<file path="config.mk">
export PLATFORM = sky130hd
export DESIGN_NAME = sample_deser
export DESIGN_NICKNAME = d
export VERILOG_FILES = /design/src/rtl/sample_deser.sv
export SDC_FILE = /design/constraint.sdc
export NUM_CORES = 1
export LEC_CHECK = 0
export CAP_MARGIN = 20
export CORE_MARGIN = 1
export CORE_UTILIZATION = 50
export CTS_CLUSTER_DIAMETER = 30
export DETAILED_ROUTE_END_ITERATION = 12
export PLACE_DENSITY_LB_ADDON = 0.08
export REMOVE_ABC_BUFFERS = 1
export SYNTH_ARGS = -nofsm -noshare
export SYNTH_HDL_FRONTEND = slang
export SYNTH_SLANG_ARGS = --single-unit
export TNS_END_PERCENT = 50
</file>
<file path="constraint.sdc">
create_clock -name clkI -period 3.66 [get_ports clkI]
set_input_delay 1.098 -clock clkI [delete_from_list [all_inputs] [get_ports clkI]]
set_output_delay 1.098 -clock clkI [all_outputs]
set_load 0.02 [all_outputs]
</file>
<file path="src/rtl/sample_deser.sv">
// sample_deser: receive end of the DDS serial sample link.
// Deserializes one MSB-first word per frame. A frame is a syncI pulse on the MSB
// cycle, DATA_W data bits (one per clock), then GAP_CYC overhead cycles. Words are
// handed to the consumer through a single holding register with valid/ready.
//
// Optional feature macro: SAMPLE_DESER_PARITY_EN
//   When defined, an even-parity bit follows the LSB. It occupies the first gap slot.
//   The word loads one cycle later, and only if the parity check passes.
//
// Ports:
//   clkI       in   1       system clock, posedge
//   rstnI      in   1       async active-low reset
//   serI       in   1       serial data bit
//   syncI      in   1       frame start, high on the MSB cycle only
//   dataO      out  DATA_W  received word, stable while validO=1
//   validO     out  1       word available
//   readyI     in   1       consumer accepts (transfer on validO & readyI)
//   busyO      out  1       receiving a frame (SHIFT or PARITY)
//   ovfO       out  1       pulse: unaccepted word overwritten
//   frameErrO  out  1       pulse: sync arrived mid-frame or in the gap
//   parErrO    out  1       pulse: parity mismatch (always 0 without the feature)
module sample_deser #(
  parameter int unsigned DATA_W  = 16,
  parameter int unsigned GAP_CYC = 2
) (
  input  logic              clkI,
  input  logic              rstnI,
  input  logic              serI,
  input  logic              syncI,
  output logic [DATA_W-1:0] dataO,
  output logic              validO,
  input  logic              readyI,
  output logic              busyO,
  output logic              ovfO,
  output logic              frameErrO,
  output logic              parErrO
);

  localparam int unsigned CntW = $clog2(DATA_W + GAP_CYC + 1);
`ifdef SAMPLE_DESER_PARITY_EN
  // The parity slot consumes the first gap cycle.
  localparam int unsigned GapLen = (GAP_CYC > 0) ? GAP_CYC - 1 : 0;
  // The full word is held until the parity bit has been checked.
  localparam int unsigned ShW    = DATA_W;
`else
  localparam int unsigned GapLen = GAP_CYC;
  // The LSB goes straight from serI into the output word.
  localparam int unsigned ShW    = DATA_W - 1;
`endif
  localparam int unsigned    GapLast = (GapLen > 0) ? GapLen - 1 : 0;
  localparam logic [CntW-1:0] LastBit = CntW'(DATA_W - 1);
  localparam logic [CntW-1:0] GapEnd  = CntW'(GapLast);

  typedef enum logic [1:0] {StIdle, StShift, StParity, StGap} state_e;

  state_e            r_state, w_state_nxt;
  logic [CntW-1:0]   r_bitcnt, w_bitcnt_nxt;
  logic [CntW-1:0]   r_gapcnt, w_gapcnt_nxt;
  logic [ShW-1:0]    r_shreg, w_shreg_nxt;
  logic [ShW:0]      w_shift;
  logic [DATA_W-1:0] w_word;
  logic              w_load, w_ferr, w_perr;

  logic [DATA_W-1:0] r_data;
  logic              r_valid, r_ovf, r_ferr, r_perr;

  assign w_shift = {r_shreg, serI};

  // State and counter registers
  always_ff @(posedge clkI or negedge rstnI) begin
    if (!rstnI) begin
      r_state  <= StIdle;
      r_bitcnt <= '0;
      r_gapcnt <= '0;
      r_shreg  <= '0;
    end else begin
      r_state  <= w_state_nxt;
      r_bitcnt <= w_bitcnt_nxt;
      r_gapcnt <= w_gapcnt_nxt;
      r_shreg  <= w_shreg_nxt;
    end
  end

  // Next-state, counters and word-load decisions
  always_comb begin
    w_state_nxt  = r_state;
    w_bitcnt_nxt = r_bitcnt;
    w_gapcnt_nxt = r_gapcnt;
    w_shreg_nxt  = r_shreg;
    w_word       = '0;
    w_load       = 1'b0;
    w_ferr       = 1'b0;
    w_perr       = 1'b0;
    unique case (r_state)
      StIdle: begin
        if (syncI) begin
          w_shreg_nxt  = ShW'(serI);
          w_bitcnt_nxt = CntW'(1);
          w_state_nxt  = StShift;
        end
      end
      StShift: begin
        if (syncI) begin
          // Restart: the partial word is dropped and this bit is the new MSB.
          w_ferr       = 1'b1;
          w_shreg_nxt  = ShW'(serI);
          w_bitcnt_nxt = CntW'(1);
        end else begin
          w_shreg_nxt  = w_shift[ShW-1:0];
          w_bitcnt_nxt = r_bitcnt + 1'b1;
          if (r_bitcnt == LastBit) begin
            w_bitcnt_nxt = '0;
            w_gapcnt_nxt = '0;
`ifdef SAMPLE_DESER_PARITY_EN
            w_state_nxt  = StParity;
`else
            w_load       = 1'b1;
            w_word       = w_shift;
            w_state_nxt  = (GapLen > 0) ? StGap : StIdle;
`endif
          end
        end
      end
      StParity: begin
`ifdef SAMPLE_DESER_PARITY_EN
        if (syncI) begin
          w_ferr       = 1'b1;
          w_shreg_nxt  = ShW'(serI);
          w_bitcnt_nxt = CntW'(1);
          w_state_nxt  = StShift;
        end else begin
          // Even parity: data bits XOR parity bit must be zero.
          if (^w_shift == 1'b0) begin
            w_load = 1'b1;
            w_word = r_shreg;
          end else begin
            w_perr = 1'b1;
          end
          w_gapcnt_nxt = '0;
          w_state_nxt  = (GapLen > 0) ? StGap : StIdle;
        end
`else
        w_state_nxt = StIdle;
`endif
      end
      StGap: begin
        if (syncI) begin
          // Early sync is flagged but still honoured as a frame start.
          w_ferr       = 1'b1;
          w_shreg_nxt  = ShW'(serI);
          w_bitcnt_nxt = CntW'(1);
          w_gapcnt_nxt = '0;
          w_state_nxt  = StShift;
        end else if (r_gapcnt == GapEnd) begin
          w_gapcnt_nxt = '0;
          w_state_nxt  = StIdle;
        end else begin
          w_gapcnt_nxt = r_gapcnt + 1'b1;
        end
      end
      default: w_state_nxt = StIdle;
    endcase
  end

  // Holding register, handshake and error pulses
  always_ff @(posedge clkI or negedge rstnI) begin
    if (!rstnI) begin
      r_data  <= '0;
      r_valid <= 1'b0;
      r_ovf   <= 1'b0;
      r_ferr  <= 1'b0;
      r_perr  <= 1'b0;
    end else begin
      if (w_load) begin
        r_data <= w_word;
      end
      // A load on the same edge as an accept keeps valid high.
      r_valid <= w_load | (r_valid & ~readyI);
      r_ovf   <= w_load & r_valid & ~readyI;
      r_ferr  <= w_ferr;
      r_perr  <= w_perr;
    end
  end

  // Outputs
  always_comb begin
    busyO     = (r_state == StShift) || (r_state == StParity);
    dataO     = r_data;
    validO    = r_valid;
    ovfO      = r_ovf;
    frameErrO = r_ferr;
`ifdef SAMPLE_DESER_PARITY_EN
    parErrO   = r_perr;
`else
    parErrO   = 1'b0;
`endif
  end

endmodule
</file>
==> impl_metrics.tcl <==
set metrics [dict create \
    holdPathEnd "validO" \
    ir_drop_mv 0.350 \
    viasPerCell 5.66 \
    clk_path_buf_depth 2 \
    switching_share 0.332 \
    initial_core_util 0.530 \
    synth_most_common_cell "dfrtp_1" \
    drive_above_1_share 0.166 \
    hold_viol 0 \
    rsz0062_at_grt "no" \
    dieWidth_um 65 \
    cts_tree "done" \
    wl_um 3490 \
    power_frac_clock 0.271 \
    fin_cells 229 \
    slew_violations 0 \
    rr_endpoint "dataO[9]" \
    fillers 304 \
    dpl.hpwl_um 2400 \
    cts_buffers 5 \
    hp-class "reg2reg" \
    synthFlopType "dfrtp_1" \
    drtAntennaViolNets 0 \
    p_int_uw 916 \
    path_max_fanout 4 \
    final_nets 192 \
    ys_seq_area_frac 0.580 \
    clock.fmax_ghz 0.347 \
    period_minus_slack_ns 2.88 \
    min-delay-start "validO" \
    slowest_delay_ns 0.62 \
    synth_top_area_cell "dfrtp_1" \
    skew_ns 0.00521 \
    std_cell_rows 22 \
    synth_top_area_frac 0.580 \
    whs_ns 0.501 \
    synth_area_leaders "dfrtp_1, mux2_2, a22o_1, ha_1, inv_1" \
    critical_path_class "reg2out" \
    synth_seq_cells 46 \
    drtPass1Iterations 4 \
    arrival_ns 1.78 \
    io_pins 26 \
    finalPower_uw 1370 \
    port-buffer-count 24 \
    fin_area_um2 2380 \
    overflow 0 \
    synth_compound_area_frac 0.142 \
    grt_usage 0.196 \
    gp_congestion 0.744 \
    synth-warning-count 0 \
    cts.clk_slew.worst_paths_ns 0.08 \
    cts_setup_buffers 0 \
    drc_errors 0 \
    vias 1295 \
    netlist_area_um2 1980 \
    synth_cells 154 \
    grt_pass1_vias 1284 \
    pwr-share-seq 0.434 \
    synth_edf_count 0 \
    power.density_nw_per_um2 576 \
    crit_buf_inv 2 \
    min_path_cells 1 \
    timing.critical_path.from_type "flip-flop" \
    clock-sinks 46 \
    worstSkewPairLatency_ns 0.30 \
    setup_viol 0 \
    synth_top_family_by_area "compound AO/OA/AOI/OAI gates" \
    rrSetupSlack_ns 1.66 \
    antenna_found_initial 0 \
    power_frac_comb 0.295 \
    ff2ff_path_depth 5 \
    wl_per_cell_um 15.2 \
    period_share 0.787 \
    worstReg2RegStart "r_bitcnt[0]" \
    ctsHoldBuffers 0 \
    cp_top_family "buffers and inverters" \
    cts_resized 0 \
    worstMarginPinSlew_ns 0.610 \
    die_h_um 65 \
    switching_power_uw 456 \
    worst_path_max_delay_cell "clkdlybuf4s50_1" \
    drt-initial-drc-count 68 \
    grt_max_degree 47 \
    cts_max_level 2 \
    total_leakage_power_uw 0.00114 \
    grt_pass1_wl_um 6110 \
    status "completed" \
    endpoint_kind "primary output" \
    cp_cell_sequence "inv_1 -> ha_1 -> clkdlybuf4s50_1" \
    place_area_um2 2250 \
    yosys-top-cells-count "dfrtp_1, mux2_2, a22o_1, inv_1, ha_1" \
    synthToLayoutAreaGrowth_pct 19.9 \
    cp.required_ns 2.56 \
    synthMuxAreaShare 0.107 \
    fin_setup_tns_ns 0 \
    ys_types 36 \
    diodes 0 \
    dp.cells 220 \
    synth-xor-area-share 0.00441 \
    avgSynthCellArea_um2 12.9 \
    die_area_um2 4230 \
    core_um2 3740 \
    yosys.area_share.simple 0.0807 \
    async_reset_ff_frac 1.00 \
    synth-adder-area-share 0.0441 \
    drv_cap 0 \
    maxSlewHeadroom 0.582 \
    cts_root_buf "clkbuf_8" \
]
-- final cells by class --
type / count / area (µm²) / area share
clock buffer: 6 / 72.6 / 0.0305
clock inverter: 2 / 37.5 / 0.0158
multi-input combinational: 91 / 754 / 0.317
sequential: 46 / 1150 / 0.484
tap: 48 / 60.1 / 0.0252
inverter: 9 / 33.8 / 0.0142
timing repair buffer: 27 / 270 / 0.114
-- flip-flops by register name, summed over array words and instances, names as in the netlist --
signal	flops
frameErrO	1
r_state	2
ovfO	1
r_bitcnt	5
validO	1
r_gapcnt	5
r_shreg	15
dataO	16
-- cells in the final DEF (no fill, tap or decap), types with 2 or more instances in the layout --
cell type	n
clkbuf_8	5
ha_1	7
o21ai_1	2
nand2_1	3
o21ai_0	4
mux2_2	17
buf_4	2
clkdlybuf4s50_1	23
dfrtp_1	46
nand3_1	6
mux2i_1	2
a21o_1	2
or4_1	2
a22o_1	16
and3_1	4
nor2b_1	2
a21oi_1	4
nor2_1	4
inv_1	9
-- how the worst max path moves through the flow --
stage                    start           to  slack, ns  depth (start not counted)
global route        r_state[0]        busyO       0.72                          3
floorplan                syncI   r_shreg[0]       1.25                          2
detailed placement       syncI  r_bitcnt[2]       0.84                          5
finish              r_state[0]        busyO       0.78                          3
global placement         syncI     dataO[7]       0.93                          5
CTS                 r_state[0]        busyO       0.76                          3
-- power by group through the flow --
stage,registers [µW],logic [µW],clock network (µW)
2_1_floorplan,596,278,0
3_3_place_gp,599,384,0
3_5_place_dp,604,407,0
4_1_cts,595,408,380
5_1_grt,601,453,406
6_report,596,405,372
-- per-stage QoR --
step / util / worst slack (ns)
2_1_floorplan: - / 1.25
3_3_place_gp: 0.601 / 0.926
3_5_place_dp: 0.601 / 0.838
4_1_cts: 0.630 / 0.761
5_1_grt: 0.636 / 0.715
6_report: 0.636 / 0.781
-- kinds of logic after synthesis --
group	Yosys count
other	1
buffers and inverters	17
flip-flops	46
AO/OA/AOI/OAI	36
AND/OR/NAND/NOR	27
adder cells (fa/ha/maj)	7
XOR/XNOR	1
multiplexers	19
-- per-layer routing --
layer  routed length, µm  track usage  vias to the layer above
li1                    -            -                      604
met1                1580        0.249                      659
met2                1700        0.306                       24
met3                 154       0.0634                        8
met4                  64       0.0833                        0
met5                   0            0                        -
Power figures use the tool's default switching activity.
